**config.mk**
```make
export PLATFORM = sky130hd
export DESIGN_NAME = countdown_timer
export DESIGN_NICKNAME = d
export VERILOG_FILES = /design/src/rtl/countdown_timer.sv
export SDC_FILE = /design/constraint.sdc
export NUM_CORES = 1
export LEC_CHECK = 0
export ABC_AREA = 1
export CAP_MARGIN = 20
export CORE_MARGIN = 2
export CORE_UTILIZATION = 52
export CTS_CLUSTER_DIAMETER = 40
export CTS_CLUSTER_SIZE = 25
export DETAILED_ROUTE_END_ITERATION = 12
export MAX_ROUTING_LAYER = met4
export PLACE_DENSITY = 0.95
export SLEW_MARGIN = 10
export SYNTH_ARGS = -nofsm -noshare
export SYNTH_HDL_FRONTEND = slang
export SYNTH_SLANG_ARGS = --single-unit
```
**constraint.sdc**
```tcl
create_clock -name clk -period 2.2 [get_ports clk]
set_input_delay 0.44 -clock clk [delete_from_list [all_inputs] [get_ports clk]]
set_output_delay 0.44 -clock clk [all_outputs]
set_load 0.01 [all_outputs]
```
**src/rtl/countdown_timer.sv**
```systemverilog
// Preset down-counter with prescaled tick, pause/resume and expiry flag.
// Optional COUNTDOWN_TIMER_AUTO_RELOAD_EN: reload the latched preset on expiry and keep running.
module countdown_timer #(
    parameter int DATA_WIDTH = 16,
    parameter int MAX        = 99,
    parameter int TICK_DIV   = 1
) (
    input  logic                  clk,
    input  logic                  reset,
    input  logic                  load,
    input  logic [DATA_WIDTH-1:0] load_value,
    input  logic                  start,
    input  logic                  stop,
    output logic [DATA_WIDTH-1:0] count,
    output logic                  running,
    output logic                  expired,
    output logic                  done
);
    localparam int                  PW        = (TICK_DIV > 1) ? $clog2(TICK_DIV) : 1;
    localparam logic [PW-1:0]       TICK_LAST = PW'(TICK_DIV - 1);
    localparam logic [DATA_WIDTH-1:0] MAXV    = DATA_WIDTH'(MAX);

    typedef enum logic [1:0] {IDLE, RUN, PAUSED, EXPIRED} state_t;

    state_t                  state;
    logic [PW-1:0]           presc;
    logic [DATA_WIDTH-1:0]   preset;
    logic [DATA_WIDTH-1:0]   clamped;

    assign clamped = (load_value > MAXV) ? MAXV : load_value;

    always_ff @(posedge clk or negedge reset) begin
        if (!reset) begin
            state   <= IDLE;
            count   <= '0;
            presc   <= '0;
            preset  <= '0;
            running <= 1'b0;
            expired <= 1'b0;
            done    <= 1'b0;
        end else begin
            done <= 1'b0;
            if (stop && state == RUN) begin
                // Pause freezes count and prescaler, even on a terminal tick.
                state   <= PAUSED;
                running <= 1'b0;
            end else if (load && state != RUN) begin
                count   <= clamped;
                preset  <= clamped;
                state   <= IDLE;
                presc   <= '0;
                running <= 1'b0;
                expired <= 1'b0;
            end else if (start && !stop && (state == IDLE || state == PAUSED)
                         && count != '0) begin
                state   <= RUN;
                running <= 1'b1;
                // Resume keeps the partial tick; a fresh start does not.
                if (state == IDLE)
                    presc <= '0;
            end else if (state == RUN) begin
                if (presc == TICK_LAST) begin
                    presc <= '0;
                    if (count == DATA_WIDTH'(1)) begin
                        done <= 1'b1;
`ifdef COUNTDOWN_TIMER_AUTO_RELOAD_EN
                        if (preset != '0) begin
                            count <= preset;
                        end else begin
                            count   <= '0;
                            state   <= EXPIRED;
                            running <= 1'b0;
                            expired <= 1'b1;
                        end
`else
                        count   <= '0;
                        state   <= EXPIRED;
                        running <= 1'b0;
                        expired <= 1'b1;
`endif
                    end else if (count != '0) begin
                        count <= count - 1'b1;
                    end
                end else begin
                    presc <= presc + 1'b1;
                end
            end
        end
    end
endmodule

```
Word level (Yosys, flattened, before mapping)
Index checks and enable logic that the tools add are counted.
{"block": "op_classes", "reduce_logical": 19, "addsub": 2, "n_eq_ne": 8, "n_bitwise": 1, "magnitude_cmp": 1, "muxes": 35}
{"cell": "$mux W16", "n": 7}
{"cell": "$mux W1", "n": 22}
{"cell": "$eq A16 B1 Y1 const B", "n": 1}
{"cell": "$gt A16 B7 Y1 const B", "n": 1}
{"cell": "$reduce_bool A16 Y1", "n": 1}
{"cell": "$sub A16 B1 Y16 const B", "n": 1}
{"cell": "$mux W2", "n": 6}
{"cell": "$reduce_and A5 Y1", "n": 2}
{"cell": "$reduce_bool A4 Y1", "n": 2}
{"cell": "$reduce_and A3 Y1", "n": 2}
{"cell": "$reduce_bool A3 Y1", "n": 2}
{"cell": "$logic_and A1 B1 Y1", "n": 5}
{"cell": "$ne A2 B1 Y1 const B", "n": 2}
{"cell": "$ne A4 B1 Y1 const B", "n": 1}
{"cell": "$reduce_bool A2 Y1", "n": 2}
{"cell": "$ne A3 B3 Y1 const B", "n": 1}
{"cell": "$eq A2 B1 Y1 const B", "n": 1}
{"cell": "$eq A2 B2 Y1 const B", "n": 1}
{"cell": "$logic_not A2 Y1", "n": 1}
{"cell": "$ne A2 B2 Y1 const B", "n": 1}
{"cell": "$add A1 B1 Y1 const B", "n": 1}
{"cell": "$logic_not A1 Y1", "n": 1}
{"cell": "$logic_or A1 B1 Y1", "n": 1}
{"cell": "$not A1 Y1", "n": 1}
{"block": "word_totals", "regBits": 22, "out_inout_bits": 19}

Depth between registers and ports, before layout
{"block": "logic_depth", "depth_word": 7, "depth_mapped": 11}

Worst setup path before layout
Ideal clock, no wire load.
{"block": "synth_timing", "kind": "register -> register", "start": "register count[0]", "end": "register count[1]", "setup_time_ns": 0.117, "path_stages_with_launch": 11, "required_time_ns": 2.083, "synth_period_minus_slack_ns": 1.500, "t_arrival_ns": 1.383, "slack_ns": 0.700, "cell_sequence": "dfrtp_1 > inv_1 > ha_1 > nand2_1 > nor2_1 > nand3_2 > nand2_4 > nand2_4 > buf_6 > nand2_1 > nand2_1"}
{"block": "synth_via", "elab_chain_len": 7, "word_cells_on_any_way": 13, "cone_classes": "add/sub: 1; eq/ne: 2; mux: 6; reduce/logical: 4"}
{"item": "start, declared", "line_no": "14", "text": "output logic [DATA_WIDTH-1:0] count,"}
{"item": "start signal, assigned", "line_no": "48", "text": "count <= clamped;"}
{"item": "start signal, assigned", "line_no": "82", "text": "count <= count - 1'b1;"}
{"item": "$sub A16 B1 Y16", "line_no": "82"}
{"item": "$mux W16", "line_no": "81", "text": "end else if (count != '0) begin"}
{"item": "$mux W16", "line_no": "64", "text": "if (count == DATA_WIDTH'(1)) begin"}
{"item": "$mux W16", "line_no": "62", "text": "if (presc == TICK_LAST) begin"}
{"item": "$mux W16", "line_no": "61", "text": "end else if (state == RUN) begin"}
{"item": "$mux W16", "line_no": "54", "text": "end else if (start && !stop && (state == IDLE || state == PAUSED)"}
{"item": "$mux W16", "line_no": "47", "text": "end else if (load && state != RUN) begin"}
Parallel ways exist; a longest one is shown, timed or not. The select of a mux whose other input is x is not followed.
A chain may end at the register's enable or synchronous reset.

Worst setup path in the final report
{"block": "layout_timing", "start": "register count[12]", "end": "output count[12]"}
No word-level cell between the ends.

==> flow_summary.json <==
{
  "outcome": "finished, final reports clean",
  "rsz0062_at_grt": "no",
  "endpoint_kind": "primary output",
  "ir_drop_v": 0.00123,
  "fp.dieH_um": 58.2,
  "yosys_warnings": 0,
  "busiest_layer": "met2",
  "avgViaCountPerCell": 5.23,
  "tightest_slew_ns": 0.422,
  "timing_worst_setup_path_type": "flop to primary output",
  "worstSkewPairLatency_ns": 0.31,
  "fin_setup_tns_ns": 0,
  "cp_cell_sequence": "clkdlybuf4s50_1",
  "clockRootBuffer": "clkbuf_4",
  "worst_ep_required_time_ns": 1.76,
  "period_needed_ns": 1.81,
  "hp-class": "input pin to async pin",
  "syn-num-nets": 259,
  "grtUsageMet2": 0.406,
  "cts_inserted_buffers": 3,
  "finalWorstSetupSlack_ns": 0.387,
  "cp.arrival_ns": 1.37,
  "maxCapViolations": 0,
  "cts_tree": "done",
  "whs_ns": 0.455,
  "synthesis.area_mm2": 0.00153,
  "cts_buffer_depth": 2,
  "vias": 1599,
  "dp_cells": 302,
  "hold_viol": 0,
  "grt_remaining_overflow": 0,
  "dr.first_iter.drc_count": 43,
  "grt_pass1_vias": 1401,
  "finalWirelength_um": 3610,
  "ant_nets": 0,
  "synth_cell_types": 24,
  "dp_hpwl_um": 2650,
  "num-fill-cells": 224,
  "antenna_cells": 0,
  "final_common_cell": "nand2_1",
  "pin_count": 40,
  "setup_viol": 0,
  "cts.sink_count": 21,
  "cp_slowest_cell": "clkdlybuf4s50_1",
  "initial_core_util": 0.549,
  "fin_crit_sh": 0.824,
  "seq_area_um2": 526,
  "fp-row-count": 19,
  "postCtsSetupBuffers": 0,
  "relSlewSlack": 0.718,
  "dieArea_mm2": 0.00338,
  "worstSetupStartpointType": "flop",
  "critPathBufInv": 1,
  "die_width_um": 58.2,
  "syn_inst": 235,
  "cp_slowest_stage_delay_ns": 0.58,
  "gp_congestion": 0.855,
  "met1_usage": 0.287,
  "use_met3": 0.0424,
  "synth-seq-cells": 21,
  "ctsResizeCount": 0,
  "synth-seq-area-share": 0.344,
  "fmax_ghz": 0.552,
  "post_route_cells_drive_above_1_share": 0.0582,
  "slew_viol_final": 0,
  "cpLargestDelayFamily": "buffers and inverters",
  "dp_slack_ns": 0.339,
  "htree_levels": 1,
  "p_leak_nw": 0.998,
  "finClkSkew_ns": 0.00992,
  "powerDensity_mw_per_mm2": 1290,
  "syn_to_final_growth_pct": 28.9,
  "mostFrequentLayoutCells": "nand2_1 (69), nor2_1 (39), nand3_1 (39), clkdlybuf4s50_1 (39), inv_1 (23)",
  "path_clk_slew_ns": 0.12,
  "grt_start_max_net_pins": 22,
  "multi_input_area_um2": 883,
  "final_cells": 306,
  "dr.pass1.iters": 4,
  "cp_max_fo": 7,
  "wl_per_cell_um": 11.8,
  "grt_pass1_wl_um": 6060,
  "drc": 0,
  "holdBufCountCts": 0,
  "coreArea_mm2": 0.00278,
  "io_buffer_count": 39,
  "grt_usage": 0.235,
  "antenna_found_initial": 0,
  "final_nets": 300,
  "totalPowerFinal_mw": 2.54,
  "syn_avg_cell_area_um2": 6.50
}
## synthesized netlist by cell type
cell / number / area [um2]
nand3b_1: 1 / 7.51
xnor2_1: 3 / 26.3
nor2_4: 1 / 11.3
nand3_1: 39 / 195
buf_4: 1 / 7.51
ha_1: 3 / 37.5
nand4_1: 3 / 18.8
nor3b_1: 1 / 7.51
buf_2: 1 / 5.00
clkbuf_1: 2 / 7.51
a21oi_1: 7 / 35.0
and2_1: 1 / 6.26
buf_6: 1 / 11.3
o21ai_0: 6 / 30.0
inv_1: 23 / 86.3
nand2_4: 2 / 22.5
nor2_2: 3 / 18.8
xor2_1: 2 / 17.5
dfrtp_1: 21 / 526
nand3_2: 1 / 10.0
o21bai_1: 2 / 15.0
nand2_2: 3 / 18.8
nor2_1: 39 / 146
nand2_1: 69 / 259
## state kept, by name, summed over array words and instances (netlist names)
signal / flops
count: 16
state: 2
done: 1
expired: 1
running: 1
## final cells by class
cell class              instances  area share
multi-input cells             186       0.449
flip-flops and latches         21       0.267
repair buffers                 41       0.206
inverters                      23      0.0439
well taps                      31      0.0197
clock buffers                   3      0.0115
clock inverters                 1     0.00254
## routing by layer
metal / share of wire / routed length (um) / vias up
met5: 0 / 0 / -
met4: 0.0050 / 18 / 0
met3: 0.046 / 165 / 2
met2: 0.50 / 1800 / 40
met1: 0.45 / 1630 / 728
li1: - / - / 829
## metrics by stage
step | area, um2 | utilization
floorplan | 1530 | -
global placement | 1940 | 0.697
detailed placement | 1940 | 0.697
CTS | 1970 | 0.707
global route | 1970 | 0.707
finish | 1970 | 0.707
## power by group
group | switching (mW) | internal (mW)
clock network | 0.120 | 0.0679
registers | 0.211 | 0.531
logic | 0.906 | 0.700
## cell families after synthesis
kind of cell               share of synthesized area
and+or+nand+nor                                0.473
buffers and inverters                         0.0770
DFF                                            0.344
AOI/OAI and AO/OA                             0.0525
xor gates and xnor gates                      0.0287
adders and majority gates                     0.0246
## path summary, 6_finish.rpt
kind	from	to	slack [ns]	depth (start not counted)
hold reg to reg	expired	expired	0.52	2
max in group asynchronous	reset	count[9]	1.53	2
setup / recovery	count[12]	count[12]	0.39	1
setup reg to reg	count[8]	count[11]	0.46	8
hold / removal	reset	count[10]	0.46	2
min in group clk	expired	expired	0.52	2
Note: power is estimated with default switching activity, not from simulation.
